File: config.mk
export PLATFORM = sky130hd
export DESIGN_NAME = alu_ctrl_fsm
export DESIGN_NICKNAME = d
export VERILOG_FILES = /design/src/rtl/alu_ctrl_pkg.sv /design/src/rtl/alu_op_decoder.sv /design/src/rtl/alu_ctrl_fsm.sv
export SDC_FILE = /design/constraint.sdc
export NUM_CORES = 1
export LEC_CHECK = 0
export CAP_MARGIN = 20
export CORE_MARGIN = 3
export CORE_UTILIZATION = 60
export CTS_BUF_LIST = sky130_fd_sc_hd__clkbuf_8
export DETAILED_ROUTE_END_ITERATION = 10
export DONT_BUFFER_PORTS = 1
export PLACE_DENSITY = 0.87
export SYNTH_ARGS = -nofsm -noshare
export SYNTH_HDL_FRONTEND = slang
export SYNTH_SLANG_ARGS = --single-unit
export TNS_END_PERCENT = 1
File: constraint.sdc
create_clock -name clk -period 2.42 [get_ports clk]
set_clock_uncertainty 0.05 [all_clocks]
set_input_delay 0.484 -clock clk [delete_from_list [all_inputs] [get_ports clk]]
set_output_delay 0.484 -clock clk [all_outputs]
set_load 0.01 [all_outputs]
File: src/rtl/alu_ctrl_pkg.sv
// Shared types and constants for the ALU sequencing controller.
package alu_ctrl_pkg;

  // Instruction field widths
  localparam int unsigned OpW   = 4;
  localparam int unsigned RegW  = 4;
  localparam int unsigned InstW = 16;
  localparam int unsigned MathW = 7;

  // Opcodes
  localparam logic [OpW-1:0] OP_NOP = 4'd0;
  localparam logic [OpW-1:0] OP_XOR = 4'd1;
  localparam logic [OpW-1:0] OP_ADD = 4'd2;
  localparam logic [OpW-1:0] OP_SUB = 4'd3;
  localparam logic [OpW-1:0] OP_AND = 4'd4;
  localparam logic [OpW-1:0] OP_OR  = 4'd5;
  localparam logic [OpW-1:0] OP_DIV = 4'd6;
  localparam logic [OpW-1:0] OP_MOD = 4'd7;
  localparam logic [OpW-1:0] OP_LDI = 4'd8;

  // One-hot ALU enables; each bit gates one tri-state driver onto the ALU bus
  localparam logic [MathW-1:0] M_NONE = 7'b0000000;
  localparam logic [MathW-1:0] M_XOR  = 7'b1000000;
  localparam logic [MathW-1:0] M_ADD  = 7'b0100000;
  localparam logic [MathW-1:0] M_SUB  = 7'b0010000;
  localparam logic [MathW-1:0] M_AND  = 7'b0001000;
  localparam logic [MathW-1:0] M_OR   = 7'b0000100;
  localparam logic [MathW-1:0] M_DIV  = 7'b0000010;
  localparam logic [MathW-1:0] M_MOD  = 7'b0000001;

  // Controller states
  typedef enum logic [1:0] {
    StIdle,
    StDecode,
    StExec,
    StWrite
  } state_e;

  // Instruction word layout; for LDI the {rs, rt} pair carries imm8
  typedef struct packed {
    logic [OpW-1:0]  op;
    logic [RegW-1:0] rd;
    logic [RegW-1:0] rs;
    logic [RegW-1:0] rt;
  } instr_t;

  // Zero-extended immediate taken from the low byte of an instruction
  function automatic logic [InstW-1:0] imm_of(instr_t i);
    return {8'h00, i.rs, i.rt};
  endfunction

endpackage

File: src/rtl/alu_op_decoder.sv
// Combinational opcode decoder: one-hot ALU select plus instruction class flags.
module alu_op_decoder
  import alu_ctrl_pkg::*;
(
  input  logic [OpW-1:0]   opcode_i,
  output logic [MathW-1:0] sel_o,
  output logic             is_alu_o,
  output logic             is_div_o,
  output logic             is_ldi_o,
  output logic             is_nop_o,
  output logic             is_illegal_o
);

  // Map opcode to select and class; anything unlisted is illegal and selects nothing
  always_comb begin
    sel_o        = M_NONE;
    is_alu_o     = 1'b0;
    is_div_o     = 1'b0;
    is_ldi_o     = 1'b0;
    is_nop_o     = 1'b0;
    is_illegal_o = 1'b0;
    case (opcode_i)
      OP_NOP: is_nop_o = 1'b1;
      OP_XOR: begin
        sel_o    = M_XOR;
        is_alu_o = 1'b1;
      end
      OP_ADD: begin
        sel_o    = M_ADD;
        is_alu_o = 1'b1;
      end
      OP_SUB: begin
        sel_o    = M_SUB;
        is_alu_o = 1'b1;
      end
      OP_AND: begin
        sel_o    = M_AND;
        is_alu_o = 1'b1;
      end
      OP_OR: begin
        sel_o    = M_OR;
        is_alu_o = 1'b1;
      end
      OP_DIV: begin
        sel_o    = M_DIV;
        is_div_o = 1'b1;
      end
      OP_MOD: begin
        sel_o    = M_MOD;
        is_div_o = 1'b1;
      end
      OP_LDI:  is_ldi_o = 1'b1;
      default: is_illegal_o = 1'b1;
    endcase
  end

endmodule

File: src/rtl/alu_ctrl_fsm.sv
// Sequencing controller: accepts an instruction, decodes it, holds one ALU
// enable for the required cycles and issues the register-file write-back.
module alu_ctrl_fsm
  import alu_ctrl_pkg::*;
#(
  parameter int unsigned DIV_CYCLES = 4
) (
  input  logic              clk,
  input  logic              rst,
  input  logic [InstW-1:0]  instr,
  input  logic              instr_valid,
  output logic              instr_ready,
  output logic [RegW-1:0]   rf_raddr_a,
  output logic [RegW-1:0]   rf_raddr_b,
  input  logic [InstW-1:0]  rf_rdata_b,
  output logic [MathW-1:0]  math_out,
  output logic              rf_we,
  output logic [RegW-1:0]   rf_waddr,
  output logic              wb_imm_sel,
  output logic [InstW-1:0]  imm,
  output logic              busy,
  output logic              done,
  output logic              err
);

  // Counter start value for DIV/MOD; counts down to zero inclusive
  localparam logic [3:0] DivLoad = 4'(DIV_CYCLES - 1);

  state_e     state_q, state_d;
  logic [3:0] cnt_q, cnt_d;
  instr_t     instr_q;
  logic       wb_imm_sel_q;
  logic       accept;
  logic       div_zero;

  logic [MathW-1:0] dec_sel;
  logic             dec_is_alu;
  logic             dec_is_div;
  logic             dec_is_ldi;
  logic             dec_is_nop;
  logic             dec_is_illegal;

  assign accept = instr_ready && instr_valid;

  // Decode the latched opcode so every class flag is stable for the whole instruction
  alu_op_decoder u_dec (
    .opcode_i     (instr_q.op),
    .sel_o        (dec_sel),
    .is_alu_o     (dec_is_alu),
    .is_div_o     (dec_is_div),
    .is_ldi_o     (dec_is_ldi),
    .is_nop_o     (dec_is_nop),
    .is_illegal_o (dec_is_illegal)
  );

  // State register and EXEC counter
  always_ff @(posedge clk or posedge rst) begin
    if (rst) begin
      state_q <= StIdle;
      cnt_q   <= 4'd0;
    end else begin
      state_q <= state_d;
      cnt_q   <= cnt_d;
    end
  end

  // Instruction latch; only loads on an accepted handshake so busy-time valids are ignored
  always_ff @(posedge clk or posedge rst) begin
    if (rst) begin
      instr_q      <= '0;
      wb_imm_sel_q <= 1'b0;
    end else if (accept) begin
      instr_q      <= instr_t'(instr);
      wb_imm_sel_q <= (instr[15:12] == OP_LDI);
    end
  end

  // Next-state, counter and per-cycle control strobes
  always_comb begin
    state_d  = state_q;
    cnt_d    = cnt_q;
    math_out = M_NONE;
    rf_we    = 1'b0;
    done     = 1'b0;
    err      = 1'b0;
    div_zero = (rf_rdata_b == '0);
    case (state_q)
      StIdle: begin
        if (instr_valid) begin
          state_d = StDecode;
        end
      end
      StDecode: begin
        if (dec_is_nop) begin
          done    = 1'b1;
          state_d = StIdle;
        end else if (dec_is_illegal) begin
          done    = 1'b1;
          err     = 1'b1;
          state_d = StIdle;
        end else if (dec_is_ldi) begin
          state_d = StWrite;
        end else if (dec_is_div && div_zero) begin
          // Retire without ever enabling the divider or writing back
          done    = 1'b1;
          err     = 1'b1;
          state_d = StIdle;
        end else begin
          cnt_d   = dec_is_div ? DivLoad : 4'd0;
          state_d = StExec;
        end
      end
      StExec: begin
        math_out = dec_sel;
        if (cnt_q == 4'd0) begin
          state_d = StWrite;
        end else begin
          cnt_d = cnt_q - 4'd1;
        end
      end
      StWrite: begin
        // Keep the ALU driving the bus through write-back; dec_sel is zero for LDI
        math_out = (dec_is_alu || dec_is_div) ? dec_sel : M_NONE;
        rf_we    = 1'b1;
        done     = 1'b1;
        state_d  = StIdle;
      end
      default: state_d = StIdle;
    endcase
  end

  // Addresses and immediate come straight from the latch so they hold DECODE through WRITE
  assign rf_raddr_a  = instr_q.rs;
  assign rf_raddr_b  = instr_q.rt;
  assign rf_waddr    = instr_q.rd;
  assign imm         = imm_of(instr_q);
  assign wb_imm_sel  = wb_imm_sel_q;
  assign instr_ready = (state_q == StIdle);
  assign busy        = (state_q != StIdle);

endmodule

[Word-level counts from Yosys, hierarchy flattened]
Cells that the tools add are included.
Word-level totals
  input port bits: 35
  register bits after elaboration: 23
Operators by class
  equality and inequality tests: 19
  $add $sub $neg: 1
  mux-type cells: 29
  reduce and logical (&&, ||, !) cells: 14
Operators with widths (count)
  $pmux 7 s7: 1
  $mux 4: 5
  $eq 4x3->1 const B: 4
  $logic_not 16->1: 1
  $mux 2: 7
  $ne 2x2->1 const B: 7
  $pmux 7 s2: 1
  $mux 1: 11
  $reduce_or 9->1: 1
  $eq 4x2->1 const B: 2
  $eq 4x4->1 const B: 2
  $logic_not 4->1: 2
  $pmux 2 s4: 1
  $pmux 4 s2: 1
  $mux 7: 1
  $reduce_and 6->1: 1
  $reduce_or 5->1: 1
  $eq 2x2->1 const B: 2
  $eq 4x1->1 const B: 1
  $reduce_bool 2->1: 2
  $sub 4x1->4 const B: 1
  $eq 2x1->1 const B: 1
  $logic_and 1x1->1: 2
  $logic_not 2->1: 1
  other kinds (4): 4

[Logic depth before layout (Yosys ltp)]
Gate-level depths: netlist of run 1.
  word-level depth: 9
  depth in mapped cells: 6

[By module]
From an unflattened synthesis of run 1, not the netlist that was laid out.
Second synthesis, totals
  cells, all modules: 150
  area total of the unflattened synthesis: 1507.7 um^2
Modules (own cells, without submodules)
  alu_ctrl_fsm: seq. area each 575.6 um^2, cells each 132, times used 1, area each 1406.3 um^2
  alu_op_decoder: seq. area each 0.0 um^2, cells each 18, times used 1, area each 101.3 um^2

[Worst setup path before layout of run 1]
No wires, ideal clock.
  path type: register to output
  start point: register instr_q[13] (netlist bit)
  end point: output port done
  arrival: 1387 ps
  buffers on the path: 1
  setup slack: 499 ps
  cell stages (with the launch flop): 6
  required time: 1886 ps
  cells stage by stage: dfrtp_1 buf_2 and3b_1 and3_1 a31o_2 o311a_1
Between the ends
  word-level cells in the longest chain between the ends: 9
RTL lines
  start, declared: line alu_ctrl_fsm.sv:31  | instr_t instr_q;
  start signal, assigned: line alu_ctrl_fsm.sv:73  | instr_q <= instr_t'(instr);
  $eq 4x3->1: line alu_op_decoder.sv:22  | case (opcode_i)
  $reduce_or 2->1 (no line)
  $mux 1: line alu_op_decoder.sv:22
  $logic_and 1x1->1: line alu_ctrl_fsm.sv:103  | end else if (dec_is_div && div_zero) begin
  $mux 1: line alu_ctrl_fsm.sv:103
  $mux 1: line alu_ctrl_fsm.sv:101  | end else if (dec_is_ldi) begin
  $mux 1: line alu_ctrl_fsm.sv:97  | end else if (dec_is_illegal) begin
  $mux 1 *: line alu_ctrl_fsm.sv:94  | if (dec_is_nop) begin
  $pmux 1 s2 *: line alu_ctrl_fsm.sv:87  | case (state_q)
  end, declared: line alu_ctrl_fsm.sv:22  | output logic done,
Every way passes the cells marked *; elsewhere a longest branch is shown, timed or not.

[Final worst setup path of run 1]
  start point: register instr_q[15] (netlist bit)
  end point: output port done
Same word-level chain as after synthesis.

==> results of run 1 <==
logic make-up (layout without fill, tap and decap cells):
group,after synthesis,after routing,synth area share [%]
AO/OA/AOI/OAI,12,12,6.28
adder cells (fa/ha/maj),2,2,1.67
XOR/XNOR,2,2,1.17
AND/OR/NAND/NOR,42,42,18.7
multiplexers,18,18,16.3
flip-flops,23,23,38.5
buffers and inverters,36,9,17.2
other,1,8,0.251
power breakdown:
group	internal, W	leakage, nW	total, W	switching [W]
clock	0.000115	0.0255	0.000229	0.000114
sequential	0.000566	0.279	0.000872	0.000306
combinational	0.000353	0.290	0.000672	0.000319
stage by stage:
step                      instance area, sq um  util (%)  total power [W]
after floorplan                           1520         -          0.00169
after global placement                    1320      57.6          0.00151
after detailed placement                  1320      57.6          0.00155
after CTS                                 1370      59.6          0.00179
after global routing                      1370      59.6          0.00191
final                                     1370      59.6          0.00177
cells in the final DEF, fill, tap and decap left out, drive strengths merged:
master,instances
dfrtp,23
mux2,18
nor2,17
conb,8
nor4,6
nand2,5
inv,4
and2,3
nand2b,3
a21oi,3
clkbuf,3
o21ai,3
nor3,2
nand3b,2
ha,2
nor2b,1
o41ai,1
and3b,1
and3,1
a31oi,1
nor4b,1
a31o,1
xor2,1
a21o,1
a32o,1
o311a,1
xnor2,1
clkinv,1
buf,1
layer usage:
metal	vias up	share of wire, %	GRT usage [%]
met1	392	42	20.0
met3	2	11	5.57
li1	385	-	-
met5	-	0	0
met2	65	46	25.2
met4	0	1.2	5.08
state kept, by name, indices dropped and copies added (netlist names), named ones only:
| register | count |
|---|---|
| rf_raddr_a | 4 |
| instr_q | 4 |
| rf_waddr | 4 |
| wb_imm_sel | 1 |
| state_q | 1 |
| rf_raddr_b | 4 |
| cnt_q | 4 |
critical path: cells and delay by family (launching register included):
kind | cells | cell delay, ns
AOI/OAI and AO/OA | 2 | 0.60
DFF | 1 | 0.51
and+or+nand+nor | 2 | 0.40
cell type report:
type	instances	area, sq um	share of cell area, %
clock buffers	3	41.3	3.02
clock inverters	1	5.00	0.366
inverters	4	15.0	1.10
multi-input cells	84	689	50.4
flip-flops and latches	23	576	42.0
well taps	28	35.0	2.56
repair buffers	1	7.51	0.548
final timing paths:
kind                                 end  slack [ns]
max                                 done        0.12
min                        rf_raddr_a[3]        0.22
max reg2reg                     cnt_q[1]        0.65
min reg2reg                  rf_waddr[1]        0.51
max in group asynchronous       cnt_q[0]        1.58
min in group clk           rf_raddr_a[0]        0.30
==> impl_metrics.env, run 1 <==
export IMPL_finalCritPeriodShare_pct=95.2
export IMPL_clockBufferDepth=2
export IMPL_syn_to_final_growth_pct=-8.45
export IMPL_cts_hold_buffers=0
export IMPL_diodes=0
export IMPL_synth_avg_cell_area_sq_um=11.0
export IMPL_n_fill_cell=192
export IMPL_grt_remaining_overflow=0
export IMPL_h_tree_depth=1
export IMPL_drt_iter0_markers=21
export IMPL_dp_hpwl_mm=1.90
export IMPL_ys_seq_area_share_pct=38.5
export IMPL_fin_setup_tns_ns=0
export IMPL_critPathLaunchType="flop"
export IMPL_slowest_delay_ns=0.51
export IMPL_status="finished, final reports clean"
export IMPL_start_util_pct=65.1
export IMPL_wl_mm=2.39
export IMPL_hold_class="primary input to async pin"
export IMPL_setup_viol=0
export IMPL_io_pins=76
export IMPL_synth_area_sq_mm=0.00150
export IMPL_ff2ff_path_depth=5
export IMPL_post_place_ws_ns=0.398
export IMPL_die_area_sq_mm=0.00313
export IMPL_max_slew_margin_pct=44.5
export IMPL_hold_slack_ns=0.221
export IMPL_dieWidth_um=55.9
export IMPL_drive_above_1_share_pct=21.6
export IMPL_numCtsBuffers=3
export IMPL_power_density_mw_per_mm2=1290
export IMPL_hold_viol_final=0
export IMPL_nets=154
export IMPL_slowest_stage="dfrtp_1"
export IMPL_crit_chain="and3b_1 > and3_1 > a31o_2 > o311a_1"
export IMPL_dp_cells=140
export IMPL_synth_ff_type="dfrtp_1"
export IMPL_ys_top_cells_by_area="dfrtp_1 (38%), buf_4 (15%), mux2_4 (11%), nor4_4 (5.7%), mux2_1 (5.3%)"
export IMPL_die_y_um=55.9
export IMPL_drcViolationCount=0
export IMPL_cts_reportedPaths_clkPinSlew_ns=0.08
export IMPL_num_rows=17
export IMPL_synth_edf_count=0
export IMPL_synth_seq_cells=23
export IMPL_cp_required_ns=1.89
export IMPL_fmax_mhz=434
export IMPL_first_global_vias=851
export IMPL_drt_antenna_violating_nets=0
export IMPL_place_gp_congestion=0.908
export IMPL_cts_tree="yes"
export IMPL_worst_slack_ns=0.117
export IMPL_yosysTopAreaCell="dfrtp_1"
export IMPL_ys_async_sr_fraction_pct=100
export IMPL_reg2reg_from="instr_q[15]"
export IMPL_leakage_nw=0.594
export IMPL_core_area_sq_mm=0.00230
export IMPL_critical_path_class="flop to output pin"
export IMPL_synthTopCellsByCount="buf_4 (30), dfrtp_1 (23), nor2_1 (17)"
export IMPL_numPortBuffers=0
export IMPL_maxSlewViolCount=0
export IMPL_vias=844
export IMPL_cts_root_buf="clkbuf_8"
export IMPL_cp_startpoint="instr_q[15]"
export IMPL_post_cts_setup_buffers=0
export IMPL_antenna_found_initial=0
export IMPL_insertion_delay_ns=0.26
export IMPL_peakVddDrop_mv=0.749
export IMPL_synth_most_common_cell="buf_4"
export IMPL_grt_max_degree=24
export IMPL_worst_pin_slew_ns=0.831
export IMPL_fin_crit_ns=2.30
export IMPL_yosys_warnings=0
export IMPL_fin_cells=144
export IMPL_vias_per_cell=5.86
export IMPL_grt_pass1_wl_mm=3.88
export IMPL_cts_sinks=23
export IMPL_crit_path_end_kind="output pin"
export IMPL_rsz0062_at_grt="no"
export IMPL_crit_arrival_ns=1.77
export IMPL_synth_top_area_share_pct=38.5
export IMPL_drt_wirelength_per_cell_um=16.6
export IMPL_crit_fanout=10
export IMPL_post_cts_resized=0
export IMPL_synthCells=136
export IMPL_ys_types=34
export IMPL_first_pass_iters=4
export IMPL_cap_violations=0
export IMPL_grt_usage_pct=15.8
(Power assumes the default switching activity.)
==> inputs of run 2 (changes only) <==
- SKIP_CTS_REPAIR_TIMING: not set -> 1
==> results of run 2 <==
No change in the layout: final DEF, timing and power equal those of run 1.
==> inputs of run 3 (changes only) <==
- clock period: 2.42 -> 2.9 ns (I/O delays scaled with it)
==> impl_metrics.env, run 3 (synthesized netlist as in run 1, its figures left out) <==
export IMPL_status="finished, final reports clean"
export IMPL_crit_arrival_ns=1.77
export IMPL_drt_antenna_violating_nets=0
export IMPL_place_gp_congestion=0.819
export IMPL_die_y_um=55.9
export IMPL_start_util_pct=65.1
export IMPL_drt_wirelength_per_cell_um=16.8
export IMPL_grt_max_degree=24
export IMPL_peakVddDrop_mv=0.598
export IMPL_nets=154
export IMPL_grt_usage_pct=15.8
export IMPL_syn_to_final_growth_pct=-8.28
export IMPL_crit_fanout=10
export IMPL_num_rows=17
export IMPL_rsz0062_at_grt="no"
export IMPL_drcViolationCount=0
export IMPL_cap_violations=0
export IMPL_io_pins=76
export IMPL_numPortBuffers=0
export IMPL_insertion_delay_ns=0.26
export IMPL_fin_crit_ns=2.40
export IMPL_finalCritPeriodShare_pct=82.6
export IMPL_first_global_vias=860
export IMPL_slowest_delay_ns=0.51
export IMPL_dp_hpwl_mm=1.88
export IMPL_cts_reportedPaths_clkPinSlew_ns=0.08
export IMPL_slowest_stage="dfrtp_1"
export IMPL_hold_viol_final=0
export IMPL_worst_pin_slew_ns=0.856
export IMPL_dieWidth_um=55.9
export IMPL_critPathLaunchType="flop"
export IMPL_fmax_mhz=418
export IMPL_maxSlewViolCount=0
export IMPL_cp_required_ns=2.27
export IMPL_final_common_cell="dfrtp_1"
export IMPL_clockBufferDepth=2
export IMPL_worst_path_buf_inv=0
export IMPL_hold_slack_ns=0.325
export IMPL_antenna_found_initial=0
export IMPL_die_area_sq_mm=0.00313
export IMPL_power_density_mw_per_mm2=1080
export IMPL_reg2reg_slack_ns=1.13
export IMPL_core_area_sq_mm=0.00230
export IMPL_grt_remaining_overflow=0
export IMPL_max_slew_margin_pct=42.8
export IMPL_setup_viol=0
export IMPL_cts_root_buf="clkbuf_8"
export IMPL_reg2reg_to="rf_raddr_a[0]"
export IMPL_leakage_nw=0.590
export IMPL_cts_sinks=23
export IMPL_diodes=0
export IMPL_first_pass_iters=4
export IMPL_hold_class="primary input to async pin"
export IMPL_crit_chain="and3b_1 > and3_1 > a31o_2 > o311a_1"
export IMPL_ff2ff_path_depth=4
export IMPL_vias=879
export IMPL_wl_mm=2.42
export IMPL_crit_family="compound AO/OA/AOI/OAI gates"
export IMPL_vias_per_cell=6.10
export IMPL_fin_setup_tns_ns=0
export IMPL_critical_path_class="flop to output pin"
export IMPL_crit_path_end_kind="output pin"
export IMPL_cts_tree="yes"
export IMPL_h_tree_depth=1
export IMPL_drive_above_1_share_pct=21.6
export IMPL_grt_pass1_wl_mm=3.92
export IMPL_numCtsBuffers=3
export IMPL_drt_iter0_markers=16
export IMPL_final_cell_mix="dfrtp_1 (23), nor2_1 (17), mux2_4 (11)"
## run 3: layer usage
metal	GRT usage, %	wire length [um]
met5	0	0
met3	4.18	325
met4	8.47	10
met2	23.1	1060
met1	21.2	1020
## run 3: how the worst max path moves through the flow
stage,startpoint,to,cells past startpoint
floorplan,rf_rdata_b[13],err,4
global placement,rf_rdata_b[13],err,4
detailed placement,rf_rdata_b[13],err,4
CTS,instr_q[15],done,4
global route,instr_q[15],done,4
finish,instr_q[15],done,4
## run 3: final cells by class
| class | count | area, sq um |
|---|---|---|
| Clock inverter | 1 | 7.51 |
| Inverter | 4 | 15.0 |
| Tap cell | 28 | 35.0 |
| Clock buffer | 3 | 41.3 |
| Fill cell | 185 | 926 |
| Multi-Input combinational cell | 84 | 689 |
| Timing Repair Buffer | 1 | 7.51 |
| Sequential cell | 23 | 576 |
## run 3: power breakdown
group	internal (W)	total, W	switching, W
sequential	0.000472	0.000728	0.000256
combinational	0.000295	0.000560	0.000266
clock	0.0000970	0.000199	0.000102
## run 3: worst reg2reg max path, cell delays in order, from the launching register on
cell and delay, ns:
dfrtp_1 0.49, nor2_1 0.31, and2_1 0.17, buf_4 0.28, mux2_1 0.36
## run 3: per-stage QoR
stage | instances | total power [W] | instance area, sq um | setup slack [ns] | util [%]
2_1_floorplan | 143 | 0.00141 | 1520 | 0.852 | -
3_3_place_gp | 140 | 0.00126 | 1320 | 0.811 | 57.6
3_5_place_dp | 140 | 0.00129 | 1320 | 0.780 | 57.6
4_1_cts | 144 | 0.00150 | 1370 | 0.508 | 59.7
5_1_grt | 144 | 0.00160 | 1370 | 0.421 | 59.7
6_report | 144 | 0.00149 | 1370 | 0.505 | 59.7
